## config.mk

```make
export PLATFORM = sky130hd
export DESIGN_NAME = alu_seq_addsub
export DESIGN_NICKNAME = d
export VERILOG_FILES = /design/src/rtl/alu_seq_addsub.sv
export SDC_FILE = /design/constraint.sdc
export NUM_CORES = 1
export LEC_CHECK = 0
export CORE_AREA = 10 10 77 144
export DETAILED_ROUTE_END_ITERATION = 16
export DIE_AREA = 0 0 87 154
export HOLD_SLACK_MARGIN = 0.08
export SYNTH_ARGS = -nofsm -noshare
export SYNTH_HDL_FRONTEND = slang
export SYNTH_SLANG_ARGS = --single-unit
```

## constraint.sdc

```tcl
create_clock -name clk -period 2.8 [get_ports clk]
set_clock_uncertainty 0.2 [all_clocks]
set_input_delay 0.42 -clock clk [delete_from_list [all_inputs] [get_ports clk]]
set_output_delay 0.42 -clock clk [all_outputs]
set_load 0.01 [all_outputs]
```

## src/rtl/alu_seq_addsub.sv

```systemverilog
// Multi-cycle add/sub/and-not/xor unit for EX: decodes instr into operand inversion,
// carry-in and op class, then ripples through the operands CHUNK bits per cycle.
module alu_seq_addsub #(
    parameter int WIDTH = 16,
    parameter int CHUNK = 4
) (
    input  logic             clk,
    input  logic             rst_n,
    input  logic             flush,
    input  logic             in_valid,
    output logic             in_ready,
    input  logic [15:0]      instr,
    input  logic [WIDTH-1:0] a,
    input  logic [WIDTH-1:0] b,
    output logic             out_valid,
    input  logic             out_ready,
    output logic [WIDTH-1:0] result,
    output logic             cout,
    output logic             ovf,
    output logic             zero,
    output logic             inv_a,
    output logic             inv_b,
    output logic             cin
);
    localparam int NCHUNK = WIDTH / CHUNK;
    localparam int IDXW   = (NCHUNK > 1) ? $clog2(NCHUNK) : 1;
    localparam logic [IDXW-1:0] LAST_IDX = IDXW'(NCHUNK - 1);

    typedef enum logic [1:0] {IDLE = 2'd0, BUSY = 2'd1, DONE = 2'd2} state_t;
    typedef enum logic [1:0] {CLS_ADD = 2'd0, CLS_AND = 2'd1, CLS_XOR = 2'd2} cls_t;
    typedef struct packed {
        logic inv_a;
        logic inv_b;
        logic cin;
        cls_t cls;
    } dec_t;

    function automatic dec_t decode(input logic [15:0] iw);
        logic [4:0] op;
        logic [1:0] fn;
        logic       rr;
        dec_t       d;
        op      = iw[15:11];
        fn      = iw[1:0];
        rr      = (op == 5'b11011);
        d.inv_a = 1'b0;
        d.inv_b = 1'b0;
        d.cin   = 1'b0;
        d.cls   = CLS_ADD;
        if (op == 5'b01001 || (rr && fn == 2'b01)) begin
            d.inv_a = 1'b1;
            d.cin   = 1'b1;
        end else if (op == 5'b01011 || (rr && fn == 2'b11)) begin
            d.inv_b = 1'b1;
            d.cls   = CLS_AND;
        end else if (op == 5'b01010 || (rr && fn == 2'b10)) begin
            d.cls   = CLS_XOR;
        end
        return d;
    endfunction

    // Upper bit of the return value is the carry leaving the chunk.
    function automatic logic [CHUNK:0] chunk_op(input cls_t             c_cls,
                                                input logic [CHUNK-1:0] x,
                                                input logic [CHUNK-1:0] y,
                                                input logic             c);
        case (c_cls)
            CLS_AND: chunk_op = {c, x & y};
            CLS_XOR: chunk_op = {c, x ^ y};
            default: chunk_op = {1'b0, x} + {1'b0, y} + {{CHUNK{1'b0}}, c};
        endcase
    endfunction

    state_t          state;
    cls_t            cls;
    logic [WIDTH-1:0] opa;
    logic [WIDTH-1:0] opb;
    logic            carry;
    logic [IDXW-1:0] idx;

    dec_t            dec_in;
    logic            accept;
    logic [CHUNK:0]  step;
    logic [WIDTH-1:0] result_nxt;
    logic            ovf_nxt;

    assign dec_in   = decode(instr);
    assign in_ready = (state == IDLE) | ((state == DONE) & out_ready);
    assign accept   = in_valid & in_ready & ~flush;

    // opa/opb shift right each BUSY cycle, so the active chunk is always the low one.
    assign step       = chunk_op(cls, opa[CHUNK-1:0], opb[CHUNK-1:0], carry);
    assign result_nxt = result | (WIDTH'(step[CHUNK-1:0]) << (int'(idx) * CHUNK));
    assign ovf_nxt    = (cls == CLS_ADD) & (opa[CHUNK-1] == opb[CHUNK-1])
                        & (step[CHUNK-1] != opa[CHUNK-1]);

    always_ff @(posedge clk or negedge rst_n) begin
        if (!rst_n) begin
            state     <= IDLE;
            cls       <= CLS_ADD;
            opa       <= '0;
            opb       <= '0;
            carry     <= 1'b0;
            idx       <= '0;
            result    <= '0;
            out_valid <= 1'b0;
            cout      <= 1'b0;
            ovf       <= 1'b0;
            zero      <= 1'b0;
            inv_a     <= 1'b0;
            inv_b     <= 1'b0;
            cin       <= 1'b0;
        end else if (flush) begin
            state     <= IDLE;
            out_valid <= 1'b0;
            cout      <= 1'b0;
            ovf       <= 1'b0;
            zero      <= 1'b0;
        end else begin
            case (state)
                IDLE, DONE: begin
                    if (accept) begin
                        opa       <= dec_in.inv_a ? ~a : a;
                        opb       <= dec_in.inv_b ? ~b : b;
                        carry     <= dec_in.cin;
                        cls       <= dec_in.cls;
                        inv_a     <= dec_in.inv_a;
                        inv_b     <= dec_in.inv_b;
                        cin       <= dec_in.cin;
                        idx       <= '0;
                        result    <= '0;
                        out_valid <= 1'b0;
                        cout      <= 1'b0;
                        ovf       <= 1'b0;
                        zero      <= 1'b0;
                        state     <= BUSY;
                    end else if (state == DONE && out_ready) begin
                        out_valid <= 1'b0;
                        state     <= IDLE;
                    end
                end
                BUSY: begin
                    result <= result_nxt;
                    carry  <= step[CHUNK];
                    opa    <= opa >> CHUNK;
                    opb    <= opb >> CHUNK;
                    idx    <= idx + IDXW'(1);
                    if (idx == LAST_IDX) begin
                        state     <= DONE;
                        out_valid <= 1'b1;
                        cout      <= (cls == CLS_ADD) & step[CHUNK];
                        ovf       <= ovf_nxt;
                        zero      <= (result_nxt == '0);
                    end
                end
                default: state <= IDLE;
            endcase
        end
    end

endmodule

```

==> After elaboration in Yosys (flattened, before gate mapping) <==
Cells that the tools add are included.
{ "word_totals": {"wordCells": 105, "ramBits": 0, "inputBits": 53, "n_memories": 0, "latchBits": 0, "regBits": 61, "output_inout_bits": 24, "mem_bits_ro": 0} }
{ "classes": {"multipliers": 0, "n_mux": 39, "magnitude_cmp": 0, "div": 0, "n_reduce_logical": 18, "bitwise_logic": 13, "eq_ne": 18, "addsub": 3, "shifts": 1} }
{ "ops": {"columns": ["operator", "n"], "rows": [
  ["$pmux W16 S2", 3],
  ["$mux W16", 5],
  ["$not A16 Y16", 2],
  ["$logic_not A16 Y1", 1],
  ["$mux W2", 8],
  ["$or A16 B16 Y16", 1],
  ["$shl A4 B4 Y16", 1],
  ["$eq A5 B4 Y1 const B", 3],
  ["$mux W1", 15],
  ["$reduce_and A3 Y1", 4],
  ["$eq A2 B2 Y1 const B", 5],
  ["$pmux W1 S2", 5],
  ["$pmux W5 S2", 1],
  ["$pmux W2 S2", 2],
  ["$and A1 B1 Y1", 6],
  ["$eq A2 B1 Y1 const B", 3],
  ["$ne A3 B3 Y1 const B", 2],
  ["$add A4 B4 Y5", 1],
  ["$add A5 B1 Y5", 1],
  ["$eq A5 B5 Y1 const B", 1],
  ["$and A4 B4 Y4", 1],
  ["$logic_and A1 B1 Y1", 4],
  ["$logic_not A2 Y1", 2],
  ["$ne A4 B4 Y1 const B", 1],
  ["12 further kinds", 14]
]} }

==> Longest topological paths before layout <==
{ "depth": {"word_depth": 9, "depth_mapped": 7, "mapped_depth_nobuf": 7} }

==> Worst setup path after synthesis <==
Ideal clock, no wire load.
{ "synth_path": {"path_type": "reg2reg", "from": "register opa[0]", "to": "register ovf", "required_time_ps": 2478, "path_stages_with_launch": 6, "t_arrival_ps": 1906, "path_buffers": 0, "path_slack_ps": 573, "path_cell_list": "dfrtp_1 -> fa_1 -> a21oi_1 -> mux2_2 -> or3_1 -> a32o_1"} }
{ "synth_between": {"elab_chain_len": 8} }
{ "synth_rtl": {"columns": ["element", "line_no", "text"], "rows": [
  ["from (decl)", "76", "logic [WIDTH-1:0] opa;"],
  ["from (signal assigned)", "123", "opa <= dec_in.inv_a ? ~a : a;"],
  ["from (signal assigned)", "145", "opa <= opa >> CHUNK;"],
  ["$add A4 B4 Y5", "70", "default: chunk_op = {1'b0, x} + {1'b0, y} + {{CHUNK{1'b0}}, c};"],
  ["$add A5 B1 Y5", "70", null],
  ["$pmux W5 S2", "67", "case (c_cls)"],
  ["$ne A1 B1 Y1", "95", "& (step[CHUNK-1] != opa[CHUNK-1]);"],
  ["$and A1 B1 Y1", "95", null],
  ["$mux W1", "148", "if (idx == LAST_IDX) begin"],
  ["$pmux W1 S2", "120", "case (state)"],
  ["$mux W1", "113", "end else if (flush) begin"],
  ["to (signal assigned)", "152", "ovf <= ovf_nxt;"],
  ["to (decl)", "19", "output logic ovf,"]
]} }
No other way between the ends. The select of a mux whose other input is x is not followed.
A chain may end at the register's enable or synchronous reset.

==> Worst setup path in the final report <==
{ "layout_path": {"from": "register opb[0]", "to": "register zero"} }
{ "layout_between": {"elab_chain_len": 9} }
{ "layout_rtl": {"columns": ["element", "line_no", "text"], "rows": [
  ["from (decl)", "77", "logic [WIDTH-1:0] opb;"],
  ["from (signal assigned)", "124", "opb <= dec_in.inv_b ? ~b : b;"],
  ["from (signal assigned)", "146", "opb <= opb >> CHUNK;"],
  ["$add A4 B4 Y5", "70", null],
  ["$add A5 B1 Y5", "70", null],
  ["$pmux W5 S2 *", "67", null],
  ["$shl A4 B4 Y16 *", "93", "assign result_nxt = result | (WIDTH'(step[CHUNK-1:0]) << (int'(idx) * CHUNK));"],
  ["$or A16 B16 Y16 *", "93", null],
  ["$logic_not A16 Y1 *", "153", "zero <= (result_nxt == '0);"],
  ["$mux W1 *", "148", null],
  ["$pmux W1 S2 *", "120", null],
  ["$mux W1 *", "113", null],
  ["to (signal assigned)", "153", null],
  ["to (decl)", "20", "output logic zero,"]
]} }
Mark *: on every way between the ends. The rest lies on a longest branch, timed or not. The select of a mux whose other input is x is not followed.

==> load_flow_metrics.sql <==
INSERT INTO impl_metrics (metric_group, metric, value, unit) VALUES
('finish', 'multiInputGateArea', '0.00169', 'mm2'),
('worst_setup_path', 'crit-reg2reg-launch', 'opb[0]', ''),
('worst_setup_path', 'crit_required', '2810', 'ps'),
('cts', 'total_cts_buffers', '9', ''),
('min_path', 'worst_hold_path_type', 'reg2reg', ''),
('yosys', 'synthesized_area_fraction_occupied_by_adder_cells', '4.14', '%'),
('floorplanning', 'placeable_core_area', '0.00871', 'mm2'),
('cts', 'tritoncts_num_sinks', '60', ''),
('yosys', 'synth_compound_gate_area_share', '23.2', '%'),
('worst_setup_path', 'worstPathCellList', 'fa_1 > inv_1 > fa_1 > mux2i_1 > or2_2 > o41ai_2', ''),
('global_routing', 'grt-ovfl-total', '0', ''),
('detailed_routing', 'avgRoutedWirePerCell', '17.8', 'um'),
('finish', 'mostFrequentLayoutCell', 'clkdlybuf4s50_1', ''),
('global_routing', 'grt_usage', '14.0', '%'),
('power_and_ir_drop', 'ir_worst_vdd', '0.000385', 'V'),
('timing', 'setup-tns-final', '0', 'ps'),
('detailed_routing', 'post_drt_via_cell_ratio', '5.61', ''),
('finish', 'diodes', '0', ''),
('worst_setup_path', 'critPathSlowestCell', 'dfrtp_1', ''),
('detailed_routing', 'remaining_drc_errors', '0', ''),
('placement', 'portBuffers', '67', ''),
('finish', 'register_area', '0.00150', 'mm2'),
('cts', 'ctsResizeCount', '0', ''),
('worst_setup_path', 'timing.critical_path.mode_cell', 'fa_1', ''),
('floorplanning', 'fp.dieW', '87', 'um'),
('worst_setup_path', 'cp_capture_type', 'flip-flop', ''),
('global_routing', 'largest_net_degree_at_the_start_of_global_routing', '39', ''),
('yosys', 'ys_seq_elements', '60', ''),
('cts', 'clockRootBuffer', 'clkbuf_16', ''),
('yosys', 'dominantRegCellSynth', 'dfrtp_1', ''),
('finish', 'layout.filler_cells', '817', ''),
('worst_setup_path', 'r2r_setup_slack', '370', 'ps'),
('detailed_routing', 'drt_iter0_drc', '207', ''),
('worst_setup_path', 'worst-setup-path-type', 'reg2reg', ''),
('global_routing', 'first_global_vias', '3064', ''),
('power_and_ir_drop', 'power-per-cell-area', '905', 'mW/mm2'),
('floorplanning', 'start_util', '38.9', '%'),
('yosys', 'synth_xor_xnor_area_share', '5.43', '%'),
('timing', 'drv_slew', '0', ''),
('cts', 'cts_tree', 'built', ''),
('worst_setup_path', 'r2r-end', 'zero', ''),
('floorplanning', 'rows', '48', ''),
('yosys', 'share_of_flip_flops_with_an_asynchronous_set_or_reset', '100', '%'),
('cts', 'h-tree-depth', '3', ''),
('timing', 'hold_viol_final', '0', ''),
('status', 'outcome', 'complete, no violations', ''),
('yosys', 'post_synth_and_or_nand_nor_area_fraction', '15.9', '%'),
('yosys', 'synth-edff-count', '0', ''),
('timing', 'tightestPinTransition', '947', 'ps'),
('yosys', 'average_size_of_a_mapped_cell', '9.99', 'um2'),
('timing', 'timing.final.setup_violations', '0', ''),
('worst_setup_path', 'worst-path-max-fanout', '5', ''),
('worst_setup_path', 'critPathLaunch', 'opb[0]', ''),
('yosys', 'synthesis.yosys.warnings', '0', ''),
('global_routing', 'antenna_found_initial', '0', ''),
('cts', 'max-clock-path-buffers', '2', ''),
('timing', 'timing.max_slew.rel_slack', '36.7', '%'),
('floorplanning', 'floorplan.die.height', '154', 'um'),
('min_path', 'holdPathEnd', 'cout', ''),
('cts', 'clock_slew_at_the_register_clock_pins_of_the_worst_setup_and_hold_paths', '50', 'ps'),
('worst_setup_path', 'cp-start-kind', 'flip-flop', ''),
('yosys', 'synth_seq_area_share', '44.3', '%'),
('timing', 'timing.final.crit_period', '2430', 'ps'),
('finish', 'layout.cells.most_common_list', 'clkdlybuf4s50_1 (66), dfrtp_1 (60), o21ai_0 (30)', ''),
('timing', 'timing.final.crit_share', '86.8', '%'),
('min_path', 'hold_path_startpoint', 'cout', ''),
('finish', 'synthToLayoutAreaGrowth', '31.9', '%'),
('placement', 'globalplace.congestion', '0.842', ''),
('global_routing', 'grt_pass1_wl', '14900', 'um'),
('cts', 'clk-insertion-delay-late', '330', 'ps'),
('floorplanning', 'die_outline_area', '0.0134', 'mm2');
-- kinds of logic after synthesis --
family,Yosys count
xor gates and xnor gates,21
AOI/OAI and AO/OA,117
muxes,4
and+or+nand+nor,93
DFF,60
adders and majority gates,10
buffers and inverters,34
-- report_power, final --
group          switching (mW)  internal, mW
clock network           0.361         0.756
logic                   0.810         0.761
registers               0.220          1.14
total                    1.39          2.65
-- state kept, by name, indices dropped and copies added, names as in the netlist --
signal	flops
carry	1
cin	1
cls	2
cout	1
idx	2
opa	16
opb	16
out_valid	1
ovf	1
result	16
state	2
zero	1
-- area by class of cell --
| class | instances | area share, % |
|---|---|---|
| multi-input cells | 245 | 37.8 |
| inverters | 10 | 0.840 |
| repair buffers | 84 | 18.1 |
| clock buffers | 14 | 6.13 |
| well taps | 100 | 2.80 |
| clock inverters | 1 | 0.672 |
| flip-flops and latches | 60 | 33.6 |
-- cells in the mapped netlist (all sizes together), types with 2 or more instances --
master,number,area (um2)
nand4b,2,17.5
clkbuf,7,26.3
mux2i,3,30.0
or3,13,81.3
or2,2,12.5
ha,8,100
o22ai,13,81.3
nor2b,3,18.8
nand2,24,90.1
fa,2,40.0
o41ai,2,43.8
o21ai,32,160
nor3,2,15.0
a22o,9,80.1
inv,10,37.5
o31ai,13,97.6
nand3,9,45.0
nand2b,2,12.5
o2bb2ai,11,96.3
and4b,2,20.0
a22oi,3,22.5
nor2,17,63.8
dfrtp,60,1500
nor3b,5,60.1
xnor2,20,175
nor4,5,46.3
buf,17,130
a21oi,26,134
-- repair_timing --
action,CTS,global route
hold buffers,1,0
hold endpoints to repair,24,0
buffers inserted,0,0
-- layer usage --
layer | up-vias | wire length, um | GRT usage, % | part of all wire [%]
li1 | 1388 | - | - | -
met1 | 1393 | 3400 | 14.0 | 37
met2 | 75 | 4880 | 24.1 | 53
met3 | 27 | 456 | 3.97 | 5.0
met4 | 0 | 439 | 9.08 | 4.8
met5 | - | 0 | 0 | 0
-- per-stage QoR --
stage	hold WS, ps	setup slack, ps	utilization [%]	instance area (um2)	instances
3_5_place_dp	262	62.7	47.7	4150	498
2_1_floorplan	-75.6	573	-	3390	339
4_1_cts	282	386	51.3	4470	514
3_3_place_gp	263	99.5	47.7	4150	498
6_report	276	369	51.3	4470	514
5_1_grt	292	227	51.3	4470	514
-- critical path: cells and delay by family, from the launching register on --
family	cells	cell delay, ps
DFF	1	450
muxes	1	450
AOI/OAI and AO/OA	1	60
adders and majority gates	2	850
and+or+nand+nor	1	220
buffers and inverters	1	80
-- worst max-delay path by stage --
stage,cells past startpoint,end,slack [ps]
after floorplan,5,ovf,570
after detailed placement,7,result[11],60
after global placement,6,opb[9],100
after global routing,6,opb[6],230
after CTS,6,zero,390
final,6,zero,370
(Power assumes the default switching activity.)
